<file path="src/rtl/reversi_move_ctrl_if.sv">
// User-side and board-store signals of the reversi move sequencer.
// master = requester/board-store side, slave = reversi_move_ctrl.
interface reversi_move_ctrl_if #(
  parameter int unsigned CNT_W = 5
);
  logic             go;
  logic [2:0]       x;
  logic [2:0]       y;
  logic [127:0]     board_in;
  logic             wr_en;
  logic [5:0]       wr_idx;
  logic [1:0]       wr_cell;
  logic             player_black;
  logic             busy;
  logic             done;
  logic             illegal;
  logic [CNT_W-1:0] flip_cnt;
  logic [6:0]       black_cnt;
  logic [6:0]       white_cnt;

  modport master (
    output go, x, y, board_in,
    input  wr_en, wr_idx, wr_cell, player_black, busy, done, illegal,
           flip_cnt, black_cnt, white_cnt
  );

  modport slave (
    input  go, x, y, board_in,
    output wr_en, wr_idx, wr_cell, player_black, busy, done, illegal,
           flip_cnt, black_cnt, white_cnt
  );
endinterface

</file>
<file path="src/rtl/reversi_move_ctrl.sv">
// Sequences one reversi move: empty check, 8-direction scan, flips, placement.
// Define SCORE_EN to build the black/white stone counters; otherwise they read 0.
module reversi_move_ctrl #(
  parameter logic [7:0]  DIR_MASK = 8'hFF,
  parameter int unsigned CNT_W    = 5
) (
  input  logic                 clk,
  input  logic                 resetn,
  reversi_move_ctrl_if.slave   bus
);

  typedef enum logic [2:0] {
    S_IDLE, S_CHECK, S_SCAN, S_FLIP, S_PLACE, S_REJECT
  } state_e;

  state_e state_q, state_d;

  logic             go_prev_q;
  logic [2:0]       tx_q, tx_d, ty_q, ty_d;
  logic [2:0]       dir_q, dir_d;
  logic [3:0]       px_q, px_d, py_q, py_d;
  logic [3:0]       step_q, step_d;
  logic             advance;
  logic [3:0]       nd;

  logic             wr_en_q, wr_en_d;
  logic [5:0]       wr_idx_q, wr_idx_d;
  logic [1:0]       wr_cell_q, wr_cell_d;
  logic             player_q, player_d;
  logic             busy_q, busy_d;
  logic             done_q, done_d;
  logic             illegal_q, illegal_d;
  logic [CNT_W-1:0] flip_cnt_q, flip_cnt_d;

  // x step of direction d (E NE N NW W SW S SE), two's complement
  function automatic logic [3:0] dir_dx(input logic [2:0] d);
    case (d)
      3'd0, 3'd1, 3'd7: return 4'h1;
      3'd3, 3'd4, 3'd5: return 4'hF;
      default:          return 4'h0;
    endcase
  endfunction

  function automatic logic [3:0] dir_dy(input logic [2:0] d);
    case (d)
      3'd1, 3'd2, 3'd3: return 4'hF;
      3'd5, 3'd6, 3'd7: return 4'h1;
      default:          return 4'h0;
    endcase
  endfunction

  // {found, dir}: lowest enabled direction at or above start
  function automatic logic [3:0] next_en(input logic [3:0] start);
    logic       found;
    logic [2:0] d;
    found = 1'b0;
    d     = 3'd0;
    for (int i = 7; i >= 0; i--) begin
      if (DIR_MASK[i] && (4'(i) >= start)) begin
        found = 1'b1;
        d     = 3'(i);
      end
    end
    return {found, d};
  endfunction

  logic       go_rise;
  logic       off_board;
  logic [1:0] cur_cell, tgt_cell, own, opp;
  logic [3:0] first_en, after_en;

  assign go_rise   = bus.go & ~go_prev_q;
  // Coordinates live in -1..8, so bit 3 alone flags off-board
  assign off_board = px_q[3] | py_q[3];
  assign cur_cell  = bus.board_in[{py_q[2:0], px_q[2:0], 1'b0} +: 2];
  assign tgt_cell  = bus.board_in[{ty_q, tx_q, 1'b0} +: 2];
  assign own       = player_q ? 2'b11 : 2'b10;
  assign opp       = player_q ? 2'b10 : 2'b11;
  assign first_en  = next_en(4'd0);
  assign after_en  = next_en(4'({1'b0, dir_q}) + 4'd1);

  always_ff @(posedge clk or posedge resetn) begin
    if (resetn) state_q <= S_IDLE;
    else        state_q <= state_d;
  end

  // Next state plus scan datapath; NEXTDIR is the 'advance' path below
  always_comb begin
    state_d = state_q;
    tx_d    = tx_q;
    ty_d    = ty_q;
    dir_d   = dir_q;
    px_d    = px_q;
    py_d    = py_q;
    step_d  = step_q;
    advance = 1'b0;
    nd      = after_en;
    case (state_q)
      S_IDLE: begin
        if (go_rise) begin
          state_d = S_CHECK;
          tx_d    = bus.x;
          ty_d    = bus.y;
        end
      end
      S_CHECK: begin
        if (tgt_cell != 2'b00) state_d = S_REJECT;
        else begin
          advance = 1'b1;
          nd      = first_en;
        end
      end
      S_SCAN: begin
        if (off_board || cur_cell == 2'b00) advance = 1'b1;
        else if (cur_cell == opp) begin
          px_d   = px_q + dir_dx(dir_q);
          py_d   = py_q + dir_dy(dir_q);
          step_d = step_q + 4'd1;
        end else if (step_q == 4'd1) advance = 1'b1;
        else begin
          state_d = S_FLIP;
          px_d    = px_q - dir_dx(dir_q);
          py_d    = py_q - dir_dy(dir_q);
          step_d  = step_q - 4'd1;
        end
      end
      S_FLIP: begin
        if (step_q == 4'd1) advance = 1'b1;
        else begin
          px_d   = px_q - dir_dx(dir_q);
          py_d   = py_q - dir_dy(dir_q);
          step_d = step_q - 4'd1;
        end
      end
      S_PLACE:  state_d = S_IDLE;
      S_REJECT: state_d = S_IDLE;
      default:  state_d = S_IDLE;
    endcase

    if (advance) begin
      if (nd[3]) begin
        state_d = S_SCAN;
        dir_d   = nd[2:0];
        px_d    = {1'b0, tx_q} + dir_dx(nd[2:0]);
        py_d    = {1'b0, ty_q} + dir_dy(nd[2:0]);
        step_d  = 4'd1;
      end else if (flip_cnt_q == '0) begin
        state_d = S_REJECT;
      end else begin
        state_d = S_PLACE;
        px_d    = {1'b0, tx_q};
        py_d    = {1'b0, ty_q};
      end
    end
  end

  // Registered outputs: each _d reflects the state being entered
  always_comb begin
    wr_en_d    = (state_d == S_FLIP) || (state_d == S_PLACE);
    wr_idx_d   = {py_d[2:0], px_d[2:0]};
    wr_cell_d  = own;
    busy_d     = (state_d != S_IDLE);
    done_d     = (state_q == S_PLACE);
    illegal_d  = (state_d == S_REJECT);
    player_d   = (state_q == S_PLACE) ? ~player_q : player_q;
    flip_cnt_d = flip_cnt_q;
    if (state_q == S_IDLE && go_rise) flip_cnt_d = '0;
    else if (state_d == S_FLIP)       flip_cnt_d = flip_cnt_q + CNT_W'(1);
  end

  always_ff @(posedge clk or posedge resetn) begin
    if (resetn) begin
      go_prev_q  <= 1'b0;
      tx_q       <= 3'd0;
      ty_q       <= 3'd0;
      dir_q      <= 3'd0;
      px_q       <= 4'd0;
      py_q       <= 4'd0;
      step_q     <= 4'd0;
      wr_en_q    <= 1'b0;
      wr_idx_q   <= 6'd0;
      wr_cell_q  <= 2'b00;
      player_q   <= 1'b1;
      busy_q     <= 1'b0;
      done_q     <= 1'b0;
      illegal_q  <= 1'b0;
      flip_cnt_q <= '0;
    end else begin
      go_prev_q  <= bus.go;
      tx_q       <= tx_d;
      ty_q       <= ty_d;
      dir_q      <= dir_d;
      px_q       <= px_d;
      py_q       <= py_d;
      step_q     <= step_d;
      wr_en_q    <= wr_en_d;
      wr_idx_q   <= wr_idx_d;
      wr_cell_q  <= wr_cell_d;
      player_q   <= player_d;
      busy_q     <= busy_d;
      done_q     <= done_d;
      illegal_q  <= illegal_d;
      flip_cnt_q <= flip_cnt_d;
    end
  end

`ifdef SCORE_EN
  logic [6:0] black_q, black_d, white_q, white_d;

  // Each flip moves one stone from opp to own; placement adds one to own
  always_comb begin
    black_d = black_q;
    white_d = white_q;
    if (state_d == S_FLIP) begin
      if (player_q) begin
        black_d = black_q + 7'd1;
        white_d = white_q - 7'd1;
      end else begin
        white_d = white_q + 7'd1;
        black_d = black_q - 7'd1;
      end
    end else if (state_d == S_PLACE) begin
      if (player_q) black_d = black_q + 7'd1;
      else          white_d = white_q + 7'd1;
    end
  end

  always_ff @(posedge clk or posedge resetn) begin
    if (resetn) begin
      black_q <= 7'd2;
      white_q <= 7'd2;
    end else begin
      black_q <= black_d;
      white_q <= white_d;
    end
  end

  assign bus.black_cnt = black_q;
  assign bus.white_cnt = white_q;
`else
  assign bus.black_cnt = 7'd0;
  assign bus.white_cnt = 7'd0;
`endif

  assign bus.wr_en        = wr_en_q;
  assign bus.wr_idx       = wr_idx_q;
  assign bus.wr_cell      = wr_cell_q;
  assign bus.player_black = player_q;
  assign bus.busy         = busy_q;
  assign bus.done         = done_q;
  assign bus.illegal      = illegal_q;
  assign bus.flip_cnt     = flip_cnt_q;

endmodule

</file>
<file path="src/flat_wrapper.sv">
// flat-port wrapper written by rule: the top's interface ports become plain ports
module reversi_move_ctrl_flat 
#(
  parameter logic [7:0]  DIR_MASK = 8'hFF,
  parameter int unsigned CNT_W    = 5
)
  (clk, resetn, bus_go, bus_x, bus_y, bus_board_in, bus_wr_en, bus_wr_idx, bus_wr_cell, bus_player_black, bus_busy, bus_done, bus_illegal, bus_flip_cnt, bus_black_cnt, bus_white_cnt);
  reversi_move_ctrl_if #(.CNT_W(CNT_W)) bus_i ();
  input  logic clk;
  input  logic resetn;
  input wire logic [$bits(bus_i.go)-1:0] bus_go;
  input wire logic [$bits(bus_i.x)-1:0] bus_x;
  input wire logic [$bits(bus_i.y)-1:0] bus_y;
  input wire logic [$bits(bus_i.board_in)-1:0] bus_board_in;
  output wire logic [$bits(bus_i.wr_en)-1:0] bus_wr_en;
  output wire logic [$bits(bus_i.wr_idx)-1:0] bus_wr_idx;
  output wire logic [$bits(bus_i.wr_cell)-1:0] bus_wr_cell;
  output wire logic [$bits(bus_i.player_black)-1:0] bus_player_black;
  output wire logic [$bits(bus_i.busy)-1:0] bus_busy;
  output wire logic [$bits(bus_i.done)-1:0] bus_done;
  output wire logic [$bits(bus_i.illegal)-1:0] bus_illegal;
  output wire logic [$bits(bus_i.flip_cnt)-1:0] bus_flip_cnt;
  output wire logic [$bits(bus_i.black_cnt)-1:0] bus_black_cnt;
  output wire logic [$bits(bus_i.white_cnt)-1:0] bus_white_cnt;
  assign bus_i.go = bus_go;
  assign bus_i.x = bus_x;
  assign bus_i.y = bus_y;
  assign bus_i.board_in = bus_board_in;
  assign bus_wr_en = bus_i.wr_en;
  assign bus_wr_idx = bus_i.wr_idx;
  assign bus_wr_cell = bus_i.wr_cell;
  assign bus_player_black = bus_i.player_black;
  assign bus_busy = bus_i.busy;
  assign bus_done = bus_i.done;
  assign bus_illegal = bus_i.illegal;
  assign bus_flip_cnt = bus_i.flip_cnt;
  assign bus_black_cnt = bus_i.black_cnt;
  assign bus_white_cnt = bus_i.white_cnt;
  reversi_move_ctrl #(.DIR_MASK(DIR_MASK), .CNT_W(CNT_W)) u_core (.clk(clk), .resetn(resetn), .bus(bus_i));
endmodule
</file>
<file path="config.mk">
export PLATFORM = sky130hd
export DESIGN_NAME = reversi_move_ctrl_flat
export DESIGN_NICKNAME = d
export VERILOG_FILES = /design/src/rtl/reversi_move_ctrl_if.sv /design/src/rtl/reversi_move_ctrl.sv /design/src/flat_wrapper.sv
export SDC_FILE = /design/constraint.sdc
export NUM_CORES = 1
export LEC_CHECK = 0
export CORE_MARGIN = 3
export CORE_UTILIZATION = 25
export CTS_BUF_LIST = sky130_fd_sc_hd__clkbuf_4 sky130_fd_sc_hd__clkbuf_8 sky130_fd_sc_hd__clkbuf_16
export DETAILED_ROUTE_END_ITERATION = 8
export PLACE_DENSITY = 0.56
export SETUP_SLACK_MARGIN = 0.4
export SLEW_MARGIN = 20
export SYNTH_ARGS = -nofsm -noshare
export SYNTH_HDL_FRONTEND = slang
export SYNTH_SLANG_ARGS = --single-unit
</file>
<file path="constraint.sdc">
create_clock -name clk -period 3.4 [get_ports clk]
set_input_delay 0.68 -clock clk [delete_from_list [all_inputs] [get_ports clk]]
set_output_delay 0.68 -clock clk [all_outputs]
set_load 0.01 [all_outputs]
</file>
==> summary.txt, run 1 <==
status -> finished, violations left
violated checks -> setup timing
H-Tree Depth -> 2
IO Port Bufs -> 154
CP Data Required Time -> 3610 ps
core area -> 19700 um^2
number of global-route vias before repair -> 5672
final std cells w/o fill -> 1080
total placed cells including tap cells -> 1044
syn avg cell area -> 8.80 um^2
Critical Path Start Type -> input port
Total Power -> 9300 uW
Reg2Reg Depth -> 13
total routed wirelength -> 20400 um
Filler Cells Inserted -> 1929
Crit Path Max Fanout -> 3
Design Area, Final -> 8260 um^2
Post-DP Area -> 7470 um^2
CP endpoint kind -> register
crit path DAT -> 3630 ps
final period utilization -> 101%
peak supply drop -> 444 uV
Layout area overhead -> 62.2%
largest net degree at the start of global routing -> 30
Slew headroom -> 58.3%
CTS clk-pin slew, worst paths -> 60 ps
drt drc -> 0
Hold Path Class -> reg2reg
Worst-Skew Late Latency -> 290 ps
Hold Violations, Final -> 0
drt first-iter violations -> 398
Post-Syn Area -> 5090 um^2
routed via count -> 5442
Pre-Repair DR Iteration Count -> 5
Rows -> 51
RSZ-0062 raised after global routing -> true
cell area power density -> 1130 nW/um^2
first-pass GRT wire length -> 31500 um
DIE AREA -> 22100 um^2
register area share after synthesis -> 18.2%
layout cells sized above 1 -> 35.2%
upper clock frequency limit -> 292 MHz
worst slew pin tran -> 625 ps
initial core utilization -> 25.8%
post-layout util -> 41.9%
setup slack after layout -> -20.7 ps
Syn Inst Count -> 579
die span in y -> 149 um
post-synth cell types -> 70
root buffer cell -> clkbuf_16
ys flop type -> dfrtp_1
Final setup viols -> 1
skew final -> 9.90 ps
fin nets -> 984
register bit total from synthesis -> 37
DP HPWL -> 16200 um
TritonCTS clock tree -> built
Die Wd -> 149 um
Num CTS Buffers -> 5
ys async rst share -> 100%
clock sinks -> 37
Synth warnings -> 0
Routed WL per cell -> 18.9 um
Crit Path Class -> in2reg
Leakage -> 0.00360 uW
GP Congestion -> 0.895
worst slack, placed -> -641 ps
fin. max-slew vios -> 0
hold path cells -> 0
initial antenna violation count -> 3
post-route ant nets -> 0
GRT Overall Usage -> 17.9%
I/O Pins -> 169
number of synthesized flops with an enable pin -> 0
max-cap violation count -> 0
Remaining Overflow, GRT -> 0
clock buffer depth -> 2
fin crit period -> 3420 ps
vias per cell -> 5.04
-- through the flow --
stage | setup TNS [ps] | hold slack, ps
after global routing | -349 | 499
after floorplan | 0 | 419
final | -20.7 | 494
after detailed placement | -9820 | 490
after CTS | -102 | 499
after global placement | -9190 | 487
-- final timing paths --
kind                                                     start                             endpoint  slack (ps)
min                        u_core.bus.player_black$_DFFE_PP1P_      u_core.bus.wr_cell[0]$_DFF_PP0_         490
max                                           bus_board_in[24]             u_core.py_q[1]$_DFF_PP0_         -20
max in group asynchronous                               resetn  u_core.bus.player_black$_DFFE_PP1P_        2000
min in group asynchronous                               resetn           u_core.tx_q[2]$_DFFE_PP0P_         780
max reg2reg                         u_core.tx_q[1]$_DFFE_PP0P_             u_core.py_q[1]$_DFF_PP0_         -20
min reg2reg                u_core.bus.player_black$_DFFE_PP1P_      u_core.bus.wr_cell[0]$_DFF_PP0_         490
-- placed cells by master, fill, tap and decap left out, drive strengths merged, types with 9 or more instances in the layout --
cell,synthesis,final
a211oi,9,9
a21oi,28,28
a22oi,10,10
buf,39,124
clkbuf,10,12
clkdlybuf4s15,0,31
clkdlybuf4s50,0,37
conb,2,15
dfrtp,36,36
dlygate4sd2,0,57
ha,30,30
inv,35,35
mux2,11,11
mux2i,39,39
mux4,33,33
nand2,41,41
nand3,18,18
nor2,73,73
nor3,18,18
o21ai,15,15
o31ai,9,9
or3,10,10
xnor2,11,11
-- metal layers --
metal | up-vias | wire length [um] | global-route usage, % | part of all wire (%)
met2 | 168 | 10300 | 31.3 | 51
li1 | 2571 | - | - | -
met4 | 0 | 274 | 3.80 | 1.3
met1 | 2682 | 8860 | 23.7 | 43
met5 | - | 0 | 0 | 0
met3 | 21 | 896 | 2.28 | 4.4
-- cell usage after synthesis, types with 13 or more instances --
cell type | number | share of area [%]
nor2_1 | 73 | 5.4
nand2_1 | 41 | 3.0
mux2i_1 | 39 | 7.7
dfrtp_1 | 36 | 18
inv_1 | 34 | 2.5
mux4_2 | 33 | 15
ha_1 | 30 | 7.4
a21oi_1 | 28 | 2.8
buf_4 | 24 | 3.5
nor3_1 | 18 | 1.8
nand3_1 | 17 | 1.7
buf_2 | 13 | 1.3
o21ai_0 | 13 | 1.3
-- cell families after synthesis --
kind of cell,synth area share [%]
compound gates,17.6
xor+xnor,3.10
fa+ha+maj,9.73
buf+inv,8.65
flops,18.2
mux,24.8
other cells,0.147
simple gates,17.8
-- where the power goes --
group	leakage [uW]	internal [uW]	switching [uW]	total [uW]
clock	0.0000938	419	192	611
sequential	0.000454	650	279	929
combinational	0.00306	3920	3830	7760
total	0.00360	4990	4310	9300
-- flip-flops by register name (all words and copies together) (netlist names) --
register	count
u_core.bus.busy	1
u_core.bus.done	1
u_core.bus.flip_cnt	5
u_core.bus.illegal	1
u_core.bus.player_black	1
u_core.bus.wr_cell	2
u_core.bus.wr_en	1
u_core.dir_q	3
u_core.go_prev_q	1
u_core.px_q	4
u_core.py_q	4
u_core.state_q	3
u_core.step_q	4
u_core.tx_q	3
u_core.ty_q	3
-- repair_timing --
action / 4_1_cts / 5_1_grt
setup buffers: 17 / 6
gates cloned: 1 / 1
hold buffers: 0 / 0
gates resized for setup: 311 / 37
pin swaps: 67 / 25
endpoints found under the setup margin: 26 / 26
-- worst max-delay path, stage by stage --
cell and delay, ps:
clkdlybuf4s15_1 190, nor2_1 60, mux4_2 490, mux4_2 530, nor3_4 160, nor4_4 80, nand2_2 90, o21a_1 170
ha_2 200, inv_2 40, fa_2 400, mux2_4 270, and2_4 150, a31oi_1 120
-- area by class of cell --
class                      instances  area (um^2)  area share, %
tap                              265          332           4.01
inverter                          36          136           1.65
antenna                            3         7.51         0.0909
clock buffer                       5          125           1.51
sequential                        37          932           11.3
clock inverter                     3         65.1          0.787
timing repair buffer             261         2340           28.3
multi-input combinational        470         4330           52.4
(Power assumes the default switching activity.)
==> run 2: changes to the inputs <==
--- a/config.mk
+++ b/config.mk
@@ -5,11 +5,14 @@
 export SDC_FILE = /design/constraint.sdc
 export NUM_CORES = 1
 export LEC_CHECK = 0
+export CELL_PAD_IN_SITES_DETAIL_PLACEMENT = 1
+export CELL_PAD_IN_SITES_GLOBAL_PLACEMENT = 2
+export CORE_ASPECT_RATIO = 1.1
 export CORE_MARGIN = 3
 export CORE_UTILIZATION = 25
 export CTS_BUF_LIST = sky130_fd_sc_hd__clkbuf_4 sky130_fd_sc_hd__clkbuf_8 sky130_fd_sc_hd__clkbuf_16
 export DETAILED_ROUTE_END_ITERATION = 8
-export PLACE_DENSITY = 0.56
+export PLACE_DENSITY = 0.84
 export SETUP_SLACK_MARGIN = 0.4
 export SLEW_MARGIN = 20
 export SYNTH_ARGS = -nofsm -noshare
==> summary.txt, run 2 (same netlist as run 1, synthesis figures left out) <==
RSZ-0062 raised after global routing -> true
GP Congestion -> 0.861 (-3.8%)
final period utilization -> 105% (+4.6 points)
drt drc -> 0 (unchanged)
area taken by multi-input logic gates -> 4480 um^2 (+3.4%)
GRT Overall Usage -> 21.4% (+3.6 points)
upper clock frequency limit -> 279 MHz (-4.4%)
most frequent cells in the layout -> buf_4 (102), nor2_1 (60), dlygate4sd2_1 (51), clkdlybuf4s50_1 (40), nand2_1 (39)
cts hold-fix bufs -> 0 (unchanged)
setup slack after layout -> -178 ps (-158 ps)
Hold Violations, Final -> 0 (unchanged)
Crit Path Class -> in2reg
DIE AREA -> 22100 um^2 (about the same)
H-Tree Depth -> 2 (unchanged)
Crit Path Max Fanout -> 4 (+1)
layout cells sized above 1 -> 39.5% (+4.3 points)
commonest non-fill, non-tap cell in the layout -> buf_4
Critical Path Start Type -> input port
fin. max-slew vios -> 0 (unchanged)
max FFs per register -> 5 (unchanged)
Hold Path Class -> reg2reg
Pre-Repair DR Iteration Count -> 5 (unchanged)
number of global-route vias before repair -> 6327 (+12%)
routed via count -> 5948 (+9.3%)
Remaining Overflow, GRT -> 0 (unchanged)
cell area power density -> 1170 nW/um^2 (+4.3%)
initial core utilization -> 25.6% (-0.28 points)
Worst-Skew Late Latency -> 290 ps (about the same)
Post-DP Area -> 7570 um^2 (+1.3%)
crit path DAT -> 3780 ps (+150 ps)
worst slew pin tran -> 576 ps (-49.7 ps)
Min Hold Slack -> 507 ps (+13.4 ps)
Routed WL per cell -> 22.9 um (+21%)
CP endpoint kind -> register
Filler Cells Inserted -> 2258 (+17%)
Rows -> 54 (+5.9%)
drt first-iter violations -> 428 (+7.5%)
max-cap violation count -> 0 (unchanged)
clock buffer depth -> 2 (unchanged)
violated checks -> setup timing
die span in y -> 156 um (+4.7%)
Final setup viols -> 17 (+16)
core area -> 19900 um^2 (+1.1%)
vias per cell -> 5.44 (+8.0%)
Design Area, Final -> 8670 um^2 (+5.0%)
total routed wirelength -> 25000 um (+23%)
peak supply drop -> 387 uV (-13%)
post-route ant nets -> 0 (unchanged)
DP HPWL -> 18000 um (+11%)
first-pass GRT wire length -> 37000 um (+18%)
TritonCTS clock tree -> built
Leakage -> 0.00374 uW (+3.9%)
status -> finished, violations left
initial antenna violation count -> 3 (unchanged)
CP Data Required Time -> 3600 ps (about the same)
Layout area overhead -> 70.3%
largest net degree at the start of global routing -> 38 (+27%)
Num CTS Buffers -> 5 (unchanged)
root buffer cell -> clkbuf_16
clock sinks -> 37 (unchanged)
IO Port Bufs -> 154 (unchanged)
FF/Latch Area -> 933 um^2 (+0.13%)
CTS clk-pin slew, worst paths -> 60 ps (about the same)
I/O Pins -> 169 (unchanged)
fin crit period -> 3580 ps (+158 ps)
skew final -> 4.62 ps (-5.28 ps)
Die Wd -> 142 um (-4.5%)
Slew headroom -> 61.6% (+3.4 points)
fin nets -> 1010 (+2.6%)
## run 2: cell types whose count changed in the layout (fill, tap and decap cells not counted), moves of 4 or more
| cell | change |
|---|---|
| buf_4 | +18 |
| clkdlybuf4s15_2 | +12 |
| buf_6 | +5 |
| dlygate4sd2_1 | -6 |
| nor3_2 | +4 |
| clkbuf_2 | -4 |
## run 2: worst max-delay path, stage by stage
cell           delay [ps]
dlygate4sd2_1         280
or3_1                 380
o31ai_1                80
mux4_2                330
o22ai_4                90
nor4_4                390
nand2_2               170
o21a_1                180
ha_2                  190
inv_2                  60
fa_2                  410
mux2_4                270
and2_4                130
a31oi_1               130
## run 2: cell type report
type | instances | area share [%]
Inverter | 36 | 1.56
Clock buffer | 5 | 1.44
Timing Repair Buffer | 287 | 30.4
Sequential cell | 37 | 10.8
Clock inverter | 3 | 0.534
Antenna cell | 3 | 0.0865
Multi-Input combinational cell | 470 | 51.6
Tap cell | 252 | 3.63
## run 2: worst paths after layout
check / startpoint / endpoint / slack [ps] / cells after the start
min in group asynchronous: resetn / u_core.bus.flip_cnt[2]$_DFFE_PP0P_ / 820 / 3
max in group asynchronous: resetn / u_core.px_q[2]$_DFF_PP0_ / 2190 / 3
min: u_core.bus.player_black$_DFFE_PP1P_ / u_core.bus.wr_cell[0]$_DFF_PP0_ / 510 / 0
max: bus_board_in[88] / u_core.py_q[1]$_DFF_PP0_ / -180 / 14
max reg2reg: u_core.tx_q[1]$_DFFE_PP0P_ / u_core.py_q[1]$_DFF_PP0_ / -180 / 15
min reg2reg: u_core.bus.player_black$_DFFE_PP1P_ / u_core.bus.wr_cell[0]$_DFF_PP0_ / 510 / 0
## run 2: what timing repair did
action,in CTS,in global routing
buffers inserted,30,4
pin swaps,80,21
setup endpoints to repair,26,26
gates resized for setup,344,40
cloned,2,0
## run 2: metal layers
layer  track usage (%)  wire length (um)  share of wire (%)  up-vias
met2              38.9             13000                 52      262
met4              6.54               863                3.4        0
li1                  -                 -                  -     2621
met5                 0                 0                  0        -
met1              26.1              9860                 39     3001
met3              3.10              1310                5.2       64
## run 2: metrics by stage
step	setup WS (ps)	setup TNS, ps	std cells	total power [uW]	utilization (%)
floorplan	70.4	0	592	5140	-
CTS	-44.1	-85.3	1086	9530	42.5
finish	-178	-1700	1093	10200	43.5
detailed placement	-688	-10630	1046	7550	38.0
global route	-256	-2700	1093	10800	43.5
global placement	-682	-9920	1046	7390	38.0
## run 2: power by group
| part | switching, uW | internal [uW] |
|---|---|---|
| clock network | 197 | 347 |
| registers | 323 | 651 |
| logic | 4370 | 4290 |
